$ cat src/rtl/pwm_duty_shadow_bank.sv
`default_nettype none
// ============================================================================
//  Module   : pwm_duty_shadow_bank
//  Purpose  : Multi-channel double-buffered duty-cycle register bank. Writes
//             land in per-channel shadow registers; active duties update only
//             on an unlocked period_end strobe, so the PWM comparator never
//             sees a mid-period duty change.
//  Revision : 1.0  initial release
// ============================================================================
module pwm_duty_shadow_bank #(
    parameter int               WIDTH     = 8,
    parameter int               CHANNELS  = 4,
    parameter logic [WIDTH-1:0] RESET_VAL = '0,
    localparam int              c_CW      = (CHANNELS > 1) ? $clog2(CHANNELS) : 1
) (
    input  logic                      ck,
    input  logic                      rst,
    input  logic                      wr_valid,
    output logic                      wr_ready,
    input  logic [c_CW-1:0]           wr_ch,
    input  logic [WIDTH-1:0]          wr_data,
    input  logic                      period_end,
    input  logic                      lock,
    output logic [CHANNELS*WIDTH-1:0] active_data,
    output logic [CHANNELS-1:0]       pending,
    output logic                      commit_pulse,
    output logic                      err
);

    // Architectural state
    logic [WIDTH-1:0]          r_shadow_q [CHANNELS];
    logic [CHANNELS*WIDTH-1:0] r_active_q;
    logic [CHANNELS-1:0]       r_pending_q;
    logic                      r_pulse_q;
    logic                      r_err_q;

    // Next-state values
    logic [WIDTH-1:0]          w_shadow_d [CHANNELS];
    logic [CHANNELS*WIDTH-1:0] w_active_d;
    logic [CHANNELS-1:0]       w_pending_d;
    logic                      w_pulse_d;
    logic                      w_err_d;

    logic w_accept;
    logic w_commit;
    logic w_in_range;

    // Lock gates both the write handshake and the commit strobe
    assign wr_ready   = ~lock;
    assign w_accept   = wr_valid & ~lock;
    assign w_commit   = period_end & ~lock;
    assign w_in_range = (32'(wr_ch) < 32'(CHANNELS));

    // Next-state: commit reads the old shadow/pending, then a same-edge write
    // overrides shadow and re-arms pending so it waits for the next period.
    always_comb begin
        w_shadow_d  = r_shadow_q;
        w_active_d  = r_active_q;
        w_pending_d = r_pending_q;
        w_err_d     = r_err_q;
        w_pulse_d   = w_commit & (|r_pending_q);

        if (w_commit) begin
            for (int i = 0; i < CHANNELS; i++) begin
                if (r_pending_q[i]) begin
                    w_active_d[i*WIDTH +: WIDTH] = r_shadow_q[i];
                    w_pending_d[i]               = 1'b0;
                end
            end
        end

        if (w_accept) begin
            if (w_in_range) begin
                for (int i = 0; i < CHANNELS; i++) begin
                    if (wr_ch == c_CW'(i)) begin
                        w_shadow_d[i]  = wr_data;
                        w_pending_d[i] = 1'b1;
                    end
                end
            end else begin
                w_err_d = 1'b1;
            end
        end
    end

    // State registers with synchronous reset taking priority over all traffic
    always_ff @(posedge ck) begin
        if (rst) begin
            for (int i = 0; i < CHANNELS; i++) begin
                r_shadow_q[i] <= RESET_VAL;
            end
            r_active_q  <= {CHANNELS{RESET_VAL}};
            r_pending_q <= '0;
            r_pulse_q   <= 1'b0;
            r_err_q     <= 1'b0;
        end else begin
            r_shadow_q  <= w_shadow_d;
            r_active_q  <= w_active_d;
            r_pending_q <= w_pending_d;
            r_pulse_q   <= w_pulse_d;
            r_err_q     <= w_err_d;
        end
    end

    assign active_data  = r_active_q;
    assign pending      = r_pending_q;
    assign commit_pulse = r_pulse_q;
    assign err          = r_err_q;

endmodule
`default_nettype wire

$ cat config.mk
export PLATFORM = sky130hd
export DESIGN_NAME = pwm_duty_shadow_bank
export DESIGN_NICKNAME = d
export VERILOG_FILES = /design/src/rtl/pwm_duty_shadow_bank.sv
export SDC_FILE = /design/constraint.sdc
export NUM_CORES = 1
export LEC_CHECK = 0
export BUFFER_PORTS_ARGS = -buffer_cell sky130_fd_sc_hd__buf_2
export CORE_ASPECT_RATIO = 1.1
export CORE_MARGIN = 4
export CORE_UTILIZATION = 56
export DETAILED_ROUTE_END_ITERATION = 10
export MAX_ROUTING_LAYER = met4
export PLACE_DENSITY = 0.85
export SYNTH_ARGS = -nofsm -noshare
export SYNTH_HDL_FRONTEND = slang
export SYNTH_SLANG_ARGS = --single-unit
$ cat constraint.sdc
create_clock -name ck -period 2.15 [get_ports ck]
set_input_delay 0.43 -clock ck [delete_from_list [all_inputs] [get_ports ck]]
set_output_delay 0.43 -clock ck [all_outputs]
set_load 0.02 [all_outputs]
==> impl_metrics.env, run 1 <==
export IMPL_num_vias=2094
export IMPL_fin_worst_skew_ps=6.11
export IMPL_ff2ff_setup_slack_ps=1100
export IMPL_drt_pass1_iterations=4
export IMPL_drive_gt1_frac=0.217
export IMPL_fmax_ghz=0.727
export IMPL_die_w_um=71.8
export IMPL_via_per_inst=5.17
export IMPL_routed_wl_mm=5.56
export IMPL_cts_buffer_depth=2
export IMPL_slew_violations=0
export IMPL_drtIter0Drc=194
export IMPL_ios=54
export IMPL_fillers=374
export IMPL_post_cts_buffers=0
export IMPL_die_h_um=78.2
export IMPL_crit_path_max_incr_delay_ps=400
export IMPL_detail_route_antenna_nets=0
export IMPL_port_buffers=52
export IMPL_drc_errors=0
export IMPL_final_common_cell="nand2_1"
export IMPL_grt_pass1_wl_mm=9.22
export IMPL_yosysUniqueCellTypes=23
export IMPL_peakVddDrop_mv=0.490
export IMPL_grt_pass1_vias=1945
export IMPL_cp_data_arrival_time_ps=950
export IMPL_worstPathRequired_ps=1720
export IMPL_cp_max_fo=5
export IMPL_yosys_register_bits=69
export IMPL_gp_congestion=0.775
export IMPL_crit_type="flip-flop to output pin"
export IMPL_mostFrequentLayoutCells="nand2_1 (112), dfxtp_1 (69), a21oi_1 (60)"
export IMPL_rsz0062_at_grt="no"
export IMPL_leakagePower_nw=1.16
export IMPL_setup_viol=0
export IMPL_syn_nets=316
export IMPL_antenna_found_initial=0
export IMPL_relSlewSlack=0.669
export IMPL_period_needed_ps=1380
export IMPL_final_nets=361
export IMPL_cp_end_kind="output pin"
export IMPL_syn_avg_cell_area_um2=8.34
export IMPL_clk_pin_slew_ps=70
export IMPL_grt_usage=0.222
export IMPL_synth_top_area_share=0.550
export IMPL_tns_ps=0
export IMPL_cts_tree="built"
export IMPL_diodes=0
export IMPL_cts_root_buffer="clkbuf_8"
export IMPL_synth_seq_area_share=0.550
export IMPL_crit_path_top_delay_cell="dfxtp_1"
export IMPL_area_growth_pct=17.8
export IMPL_hold_class="input pin to flip-flop"
export IMPL_p_per_area_nw_per_um2=823
export IMPL_cp_top_family="flip-flops"
export IMPL_insertion_delay_ps=340
export IMPL_period_share=0.640
export IMPL_finish_utilization=0.685
export IMPL_fp_coreArea_um2=4320
export IMPL_dp_hpwl_mm=3.78
export IMPL_hold_ws_ps=380
export IMPL_status="finished clean"
export IMPL_startpoint_type="flip-flop"
export IMPL_row_count=25
export IMPL_netlist_area_um2=2510
export IMPL_yosys_warnings=0
export IMPL_holdBufCountCts=0
export IMPL_critical_path_buf_inv_count=1
export IMPL_synthTopCellsByArea="dfxtp_1 (55%), nand2_1 (17%), a21oi_1 (12%), mux2i_1 (3.2%), nor2_1 (1.8%)"
export IMPL_path_cells="buf_2"
export IMPL_initial_core_util=0.582
export IMPL_synth_cells=301
export IMPL_grt_max_degree=40
export IMPL_drv_cap=0
export IMPL_p_total_mw=2.43
export IMPL_numCtsBuffers=9
export IMPL_cts_htree_levels=3
export IMPL_worstMarginPinSlew_ps=494
export IMPL_dieArea_um2=5620
export IMPL_routedWlPerCell_um=13.7
export IMPL_yosysTopAreaCell="dfxtp_1"
export IMPL_hold_violations=0
export IMPL_cts_sinks=69
export IMPL_gr_total_overflow=0
export IMPL_cts_resized=0
-- logic make-up (layout without fill, tap and decap cells) --
kind of cell    count (synthesis)  after routing  synth area share
simple gates                  142            142             0.256
flops                          69             69             0.550
compound gates                 60             60             0.120
buf+inv                        21             71            0.0414
mux                             8              8            0.0319
other cells                     1              1           0.00149
-- metal layers --
metal  part of all wire  track usage
met1               0.41        0.270
met2               0.50        0.336
met3              0.077       0.0602
met4              0.017        0.111
met5                  0            -
-- area by class of cell --
class / instances / area [um^2] / share of cell area
Sequential cell: 69 / 1380 / 0.467
Clock inverter: 5 / 50.0 / 0.0169
Inverter: 1 / 3.75 / 0.00127
Clock buffer: 11 / 141 / 0.0478
Tap cell: 54 / 67.6 / 0.0228
Multi-Input combinational cell: 211 / 1030 / 0.347
Timing Repair Buffer: 54 / 288 / 0.0973
-- sequential cells by signal, indices dropped and copies added, names as in the netlist --
name and flops:
r_shadow_q 32, pending 4, active_data 32, commit_pulse 1
-- where the power goes --
| group | switching [mW] | internal (mW) | total (mW) | leakage (nW) |
|---|---|---|---|---|
| Sequential | 0.00893 | 1.29 | 1.30 | 0.557 |
| Combinational | 0.0774 | 0.0381 | 0.116 | 0.505 |
| Clock | 0.456 | 0.559 | 1.02 | 0.103 |
-- stage by stage --
| stage | instance area [um^2] | worst slack [ps] | std cells |
|---|---|---|---|
| floorplan | 2510 | 820 | 301 |
| global placement | 2770 | 562 | 389 |
| detailed placement | 2770 | 519 | 389 |
| CTS | 2960 | 765 | 405 |
| global route | 2960 | 694 | 405 |
| finish | 2960 | 775 | 405 |
-- final timing paths --
path / from / to / cells past startpoint
setup / recovery: pending[3] / pending[3] / 1
hold / removal: wr_data[1] / r_shadow_q[1] / 3
setup reg to reg: pending[1] / active_data[10] / 3
hold reg to reg: r_shadow_q[11] / active_data[19] / 2
-- cell usage after synthesis (all sizes together) --
cell type  number
conb            1
nor4            1
clkbuf          8
nand3b          4
or4b            1
and4bb          2
and4b           1
nor4b           1
nand2b          1
and3b           4
mux2i           8
nor2           12
nand2         112
nor3            1
nand4bb         1
nand4b          1
dfxtp          69
buf            12
inv             1
a21oi          60
Note: power is estimated with default switching activity, not from simulation.
==> run 2: changes to the inputs <==
- ABC_AREA: default -> 1
- CORE_UTILIZATION: 56 -> 49
- PLACE_DENSITY: 0.85 -> 0.78
- clock period: 2.15 -> 1.21 ns (I/O delays scaled with it)
==> run 2 against run 1 <==
- setup slack lost 740 ps
- sequential cell count is the same
- hold slack lost 120 ps
- first-iteration DRC count shrank 14%
- largest power group unchanged
==> impl_metrics.env, run 2 <==
export IMPL_leakagePower_nw=1.42
export IMPL_tns_ps=0
export IMPL_cts_tree="built"
export IMPL_cp_data_arrival_time_ps=930
export IMPL_dp_hpwl_mm=4.27
export IMPL_cp_max_fo=4
export IMPL_yosysUniqueCellTypes=14
export IMPL_synth_seq_area_share=0.511
export IMPL_synth_cells=362
export IMPL_syn_avg_cell_area_um2=7.47
export IMPL_cts_buffer_depth=2
export IMPL_area_growth_pct=23.0
export IMPL_grt_usage=0.207
export IMPL_fp_coreArea_um2=5360
export IMPL_antenna_found_initial=0
export IMPL_drtIter0Drc=166
export IMPL_critical_path_buf_inv_count=1
export IMPL_async_flop_share=0
export IMPL_routed_wl_mm=6.59
export IMPL_drc_errors=0
export IMPL_crit_path_top_delay_cell="dfxtp_1"
export IMPL_fmax_ghz=0.854
export IMPL_cp_end_kind="output pin"
export IMPL_gp_congestion=0.837
export IMPL_grt_pass1_wl_mm=10.7
export IMPL_mostFrequentLayoutCells="nand2_1 (76), nand3_1 (68), dfxtp_1 (68)"
export IMPL_cts_htree_levels=3
export IMPL_gr_total_overflow=0
export IMPL_synth_top_cells_by_count="nand2_1 (76), dfxtp_1 (69), nand3_1 (68)"
export IMPL_synth_ff_type="dfxtp_1"
export IMPL_grt_max_degree=44
export IMPL_peakVddDrop_mv=0.685
export IMPL_grt_pass1_vias=2318
export IMPL_die_w_um=78.8
export IMPL_die_h_um=85.9
export IMPL_fillers=474
export IMPL_multi_input_area_um2=1160
export IMPL_hold_class="input pin to flip-flop"
export IMPL_drt_pass1_iterations=4
export IMPL_initial_core_util=0.504
export IMPL_numCtsBuffers=9
export IMPL_insertion_delay_ps=340
export IMPL_seqCellArea_um2=1380
export IMPL_crit_type="flip-flop to output pin"
export IMPL_syn_nets=377
export IMPL_period_share=0.968
export IMPL_finish_utilization=0.620
export IMPL_p_total_mw=5.04
export IMPL_yosys_register_bits=69
export IMPL_num_vias=2530
export IMPL_synth_top_area_share=0.511
export IMPL_startpoint_type="flip-flop"
export IMPL_yosys_warnings=0
export IMPL_row_count=28
export IMPL_setup_viol=0
export IMPL_via_per_inst=5.11
export IMPL_slew_violations=0
export IMPL_cp_top_family="flip-flops"
export IMPL_cts_root_buffer="clkbuf_8"
export IMPL_fin_worst_skew_ps=5.73
export IMPL_routedWlPerCell_um=13.3
export IMPL_yosysTopAreaCell="dfxtp_1"
export IMPL_drv_cap=0
export IMPL_final_common_cell="nand2_1"
export IMPL_path_cells="buf_2"
export IMPL_clk_pin_slew_ps=70
export IMPL_port_buffers=52
export IMPL_post_cts_buffers=0
export IMPL_detail_route_antenna_nets=0
export IMPL_ios=54
export IMPL_period_needed_ps=1170
export IMPL_final_nets=430
export IMPL_synthTopCellsByArea="dfxtp_1 (51%), nand3_1 (13%), nand2_1 (11%), a21oi_1 (8.3%), nor2_1 (8.1%)"
export IMPL_dieArea_um2=6770
export IMPL_netlist_area_um2=2700
export IMPL_yosysMostFrequentCell="nand2_1"
export IMPL_p_per_area_nw_per_um2=1520
export IMPL_worstPathRequired_ps=970
export IMPL_drive_gt1_frac=0.212
export IMPL_diodes=0
export IMPL_hold_violations=0
export IMPL_rsz0062_at_grt="no"
export IMPL_crit_path_max_incr_delay_ps=390
export IMPL_synth_edf_count=0
export IMPL_status="finished clean"
export IMPL_cts_sinks=69
[run 2: changes by cell type after synthesis, moves of 2 or more]
cell / delta
nor2_1: +46
and4bb_2: -2
buf_4: +3
nand3b_1: -4
mux2i_1: -8
inv_1: +14
and3b_2: -4
a21oi_1: -15
nand2_1: -36
nor2_4: +5
nand3_1: +68
nor2_2: +3
[run 2: what timing repair did]
item,in CTS,in global routing
endpoints found under the setup margin,0,1
hold buffers,0,0
gates resized for setup,0,1
[run 2: kinds of logic (layout without fill, tap and decap cells)]
kind of cell	after synthesis	in the layout	synth area share
and+or+nand+nor	211	211	0.344
DFF	69	69	0.511
AOI/OAI and AO/OA	45	45	0.0833
buffers and inverters	36	94	0.0606
other	1	1	0.00139
[run 2: through the flow]
stage	cells	hold WS, ps	worst slack [ps]	area, um^2
after floorplan	362	427	201	2700
after global placement	479	451	84.1	3070
after detailed placement	479	455	33.5	3070
after CTS	495	239	17.5	3320
after global routing	495	258	3.34	3330
final	495	255	39.1	3330
[run 2: final timing paths]
kind | from | slack, ps | endpoint | cells after the start
worst max-delay path | pending[0] | 40 | pending[0] | 1
worst max register to register | pending[0] | 180 | active_data[1] | 3
worst min register to register | active_data[25] | 460 | active_data[25] | 2
worst min-delay path | rst | 260 | active_data[18] | 3
[run 2: final cells by class]
cell class / count / share of cell area
Sequential cell: 69 / 0.416
Timing Repair Buffer: 62 / 0.112
Inverter: 16 / 0.0181
Clock buffer: 11 / 0.0455
Multi-Input combinational cell: 257 / 0.348
Clock inverter: 5 / 0.0320
Tap cell: 75 / 0.0282
[run 2: per-layer routing]
metal / global-route usage / vias to the layer above / share of wire
met4: 0.0953 / 0 / 0.027
met3: 0.0410 / 16 / 0.062
met5: - / - / 0
li1: - / 1276 / -
met2: 0.323 / 91 / 0.47
met1: 0.259 / 1147 / 0.44
[run 2: power breakdown]
part           switching [mW]  leakage (nW)  internal [mW]  total, mW
Sequential             0.0240         0.559           2.31       2.34
Combinational           0.243         0.732          0.115      0.358
Clock                   0.860         0.126           1.48       2.34
Total                    1.13          1.42           3.91       5.04
==> run 3: changes to the inputs <==
- BUFFER_PORTS_ARGS: -buffer_cell sky130_fd_sc_hd__buf_2 -> default
- CORE_UTILIZATION: 49 -> 56
- DONT_BUFFER_PORTS: default -> 1
- PLACE_DENSITY: 0.78 -> 0.77
==> run 3 against run 2 <==
- setup slack improved by 23 ps
- count of clock-buffer cells in the layout increased by 1
- critical path depth unchanged
- die area decreased by 11%
- non-clock buffer count decreased by 52
- register-to-register slack improved by 60 ps
- cell count decreased by 14%
- via count decreased by 8.2%
- hold slack got worse by 130 ps
- routed wire length decreased by 7.1%
- clock power decreased by 9.8%
- fmax increased by 2.0%
- critical path type unchanged
- highest routed layer unchanged
==> impl_metrics.env, run 3 (same netlist as run 2, synthesis figures left out) <==
export IMPL_grt_pass1_wl_mm=10.1
export IMPL_cp_data_arrival_time_ps=910
export IMPL_critical_path_buf_inv_count=1
export IMPL_numCtsBuffers=9
export IMPL_hold_class="input pin to flip-flop"
export IMPL_startpoint="pending[2]"
export IMPL_grt_pass1_vias=2125
export IMPL_gp_congestion=0.851
export IMPL_path_cells="buf_6"
export IMPL_detail_route_antenna_nets=0
export IMPL_gr_total_overflow=0
export IMPL_hold_violations=0
export IMPL_p_total_mw=4.76
export IMPL_fp_coreArea_um2=4650
export IMPL_period_needed_ps=1150
export IMPL_area_growth_pct=12.2
export IMPL_worstHoldPathCells=3
export IMPL_ios=54
export IMPL_die_w_um=74.3
export IMPL_antenna_found_initial=0
export IMPL_row_count=26
export IMPL_cp_max_fo=9
export IMPL_crit_type="flip-flop to output pin"
export IMPL_drc_errors=0
export IMPL_p_per_area_nw_per_um2=1570
export IMPL_crit_path_end="pending[2]"
export IMPL_routedWlPerCell_um=14.4
export IMPL_post_cts_buffers=0
export IMPL_mostFrequentLayoutCells="nand2_1 (76), nand3_1 (68), dfxtp_1 (67)"
export IMPL_reg2reg_depth=3
export IMPL_num_vias=2322
export IMPL_grt_max_degree=44
export IMPL_final_nets=378
export IMPL_fillers=440
export IMPL_routed_wl_mm=6.12
export IMPL_dp_hpwl_mm=3.96
export IMPL_crit_cells=1
export IMPL_period_share=0.948
export IMPL_status="finished clean"
export IMPL_setup_viol=0
export IMPL_drive_gt1_frac=0.101
export IMPL_cts_tree="built"
export IMPL_final_area_um2=3030
export IMPL_timing_rr_start="pending[3]"
export IMPL_dieArea_um2=6000
export IMPL_startpoint_type="flip-flop"
export IMPL_cts_root_buffer="clkbuf_8"
export IMPL_cts_buffer_depth=2
export IMPL_crit_path_top_delay_cell="dfxtp_1"
export IMPL_cp_top_family="flip-flops"
export IMPL_via_per_inst=5.48
export IMPL_drtIter0Drc=129
export IMPL_leakagePower_nw=1.15
export IMPL_crit_path_max_incr_delay_ps=380
export IMPL_initial_core_util=0.581
export IMPL_cts_htree_levels=3
export IMPL_tns_ps=0
export IMPL_grt_usage=0.232
export IMPL_worstReg2RegEnd="active_data[27]"
export IMPL_drv_cap=0
export IMPL_postPlaceCellArea_um2=2780
export IMPL_peakVddDrop_mv=1.10
export IMPL_fin_worst_skew_ps=3.84
export IMPL_slew_violations=0
export IMPL_diodes=0
export IMPL_port_buffers=0
export IMPL_final_common_cell="nand2_1"
export IMPL_fmax_ghz=0.871
export IMPL_drt_pass1_iterations=4
export IMPL_clk_pin_slew_ps=70
export IMPL_insertion_delay_ps=350
export IMPL_cp_end_kind="output pin"
export IMPL_die_h_um=80.9
export IMPL_ff2ff_setup_slack_ps=240
export IMPL_rsz0062_at_grt="no"
export IMPL_worstPathRequired_ps=970
export IMPL_cts_sinks=69
==> run 3: per-layer routing <==
metal  wire, um  global-route usage  up-vias
met5          0                   -        -
met4        116               0.119        0
met3        572              0.0743       17
met2       2900               0.342       81
met1       2530               0.284     1045
li1           -                   -     1179
==> run 3: what timing repair did <==
item,4_1_cts,5_1_grt
hold endpoints to repair,36,0
gates cloned,0,0
setup endpoints to repair,2,3
hold buffers,1,0
gates resized for setup,2,3
==> run 3: where the power goes <==
group	switching, mW	leakage, nW	internal, mW
registers	0.0269	0.559	2.31
clock network	0.840	0.116	1.27
logic	0.215	0.473	0.102
==> run 3: worst register-to-register path: stages (launching register included) <==
cell and delay, ps:
dfxtp_2 390, nand3_1 260, nand2_1 130, a21oi_1 80
==> run 3: how the worst min path moves through the flow <==
stage          startpoint               to  slack (ps)
6_report         wr_ch[1]       pending[1]         120
2_1_floorplan        lock  active_data[15]         430
3_3_place_gp          rst  active_data[12]         320
3_5_place_dp          rst  active_data[12]         320
5_1_grt          wr_ch[1]       pending[1]         140
4_1_cts          wr_ch[0]       pending[2]         120
==> run 3: layout make-up <==
class                      instances  area [um^2]  area share
inverter                          16         60.1      0.0198
timing repair buffer              10          136      0.0449
clock buffer                      12          155      0.0511
sequential                        69         1380       0.456
clock inverter                     4         70.1      0.0231
tap                               56         70.1      0.0231
multi-input combinational        257         1160       0.382
==> run 3: per-stage QoR <==
step / util / hold WS (ps) / instances / setup slack [ps]
6_report: 0.652 / 125 / 424 / 62.5
5_1_grt: 0.652 / 138 / 424 / 23.4
3_3_place_gp: 0.597 / 315 / 407 / 219
4_1_cts: 0.650 / 119 / 424 / 10.9
3_5_place_dp: 0.597 / 317 / 407 / 179
2_1_floorplan: - / 427 / 362 / 201
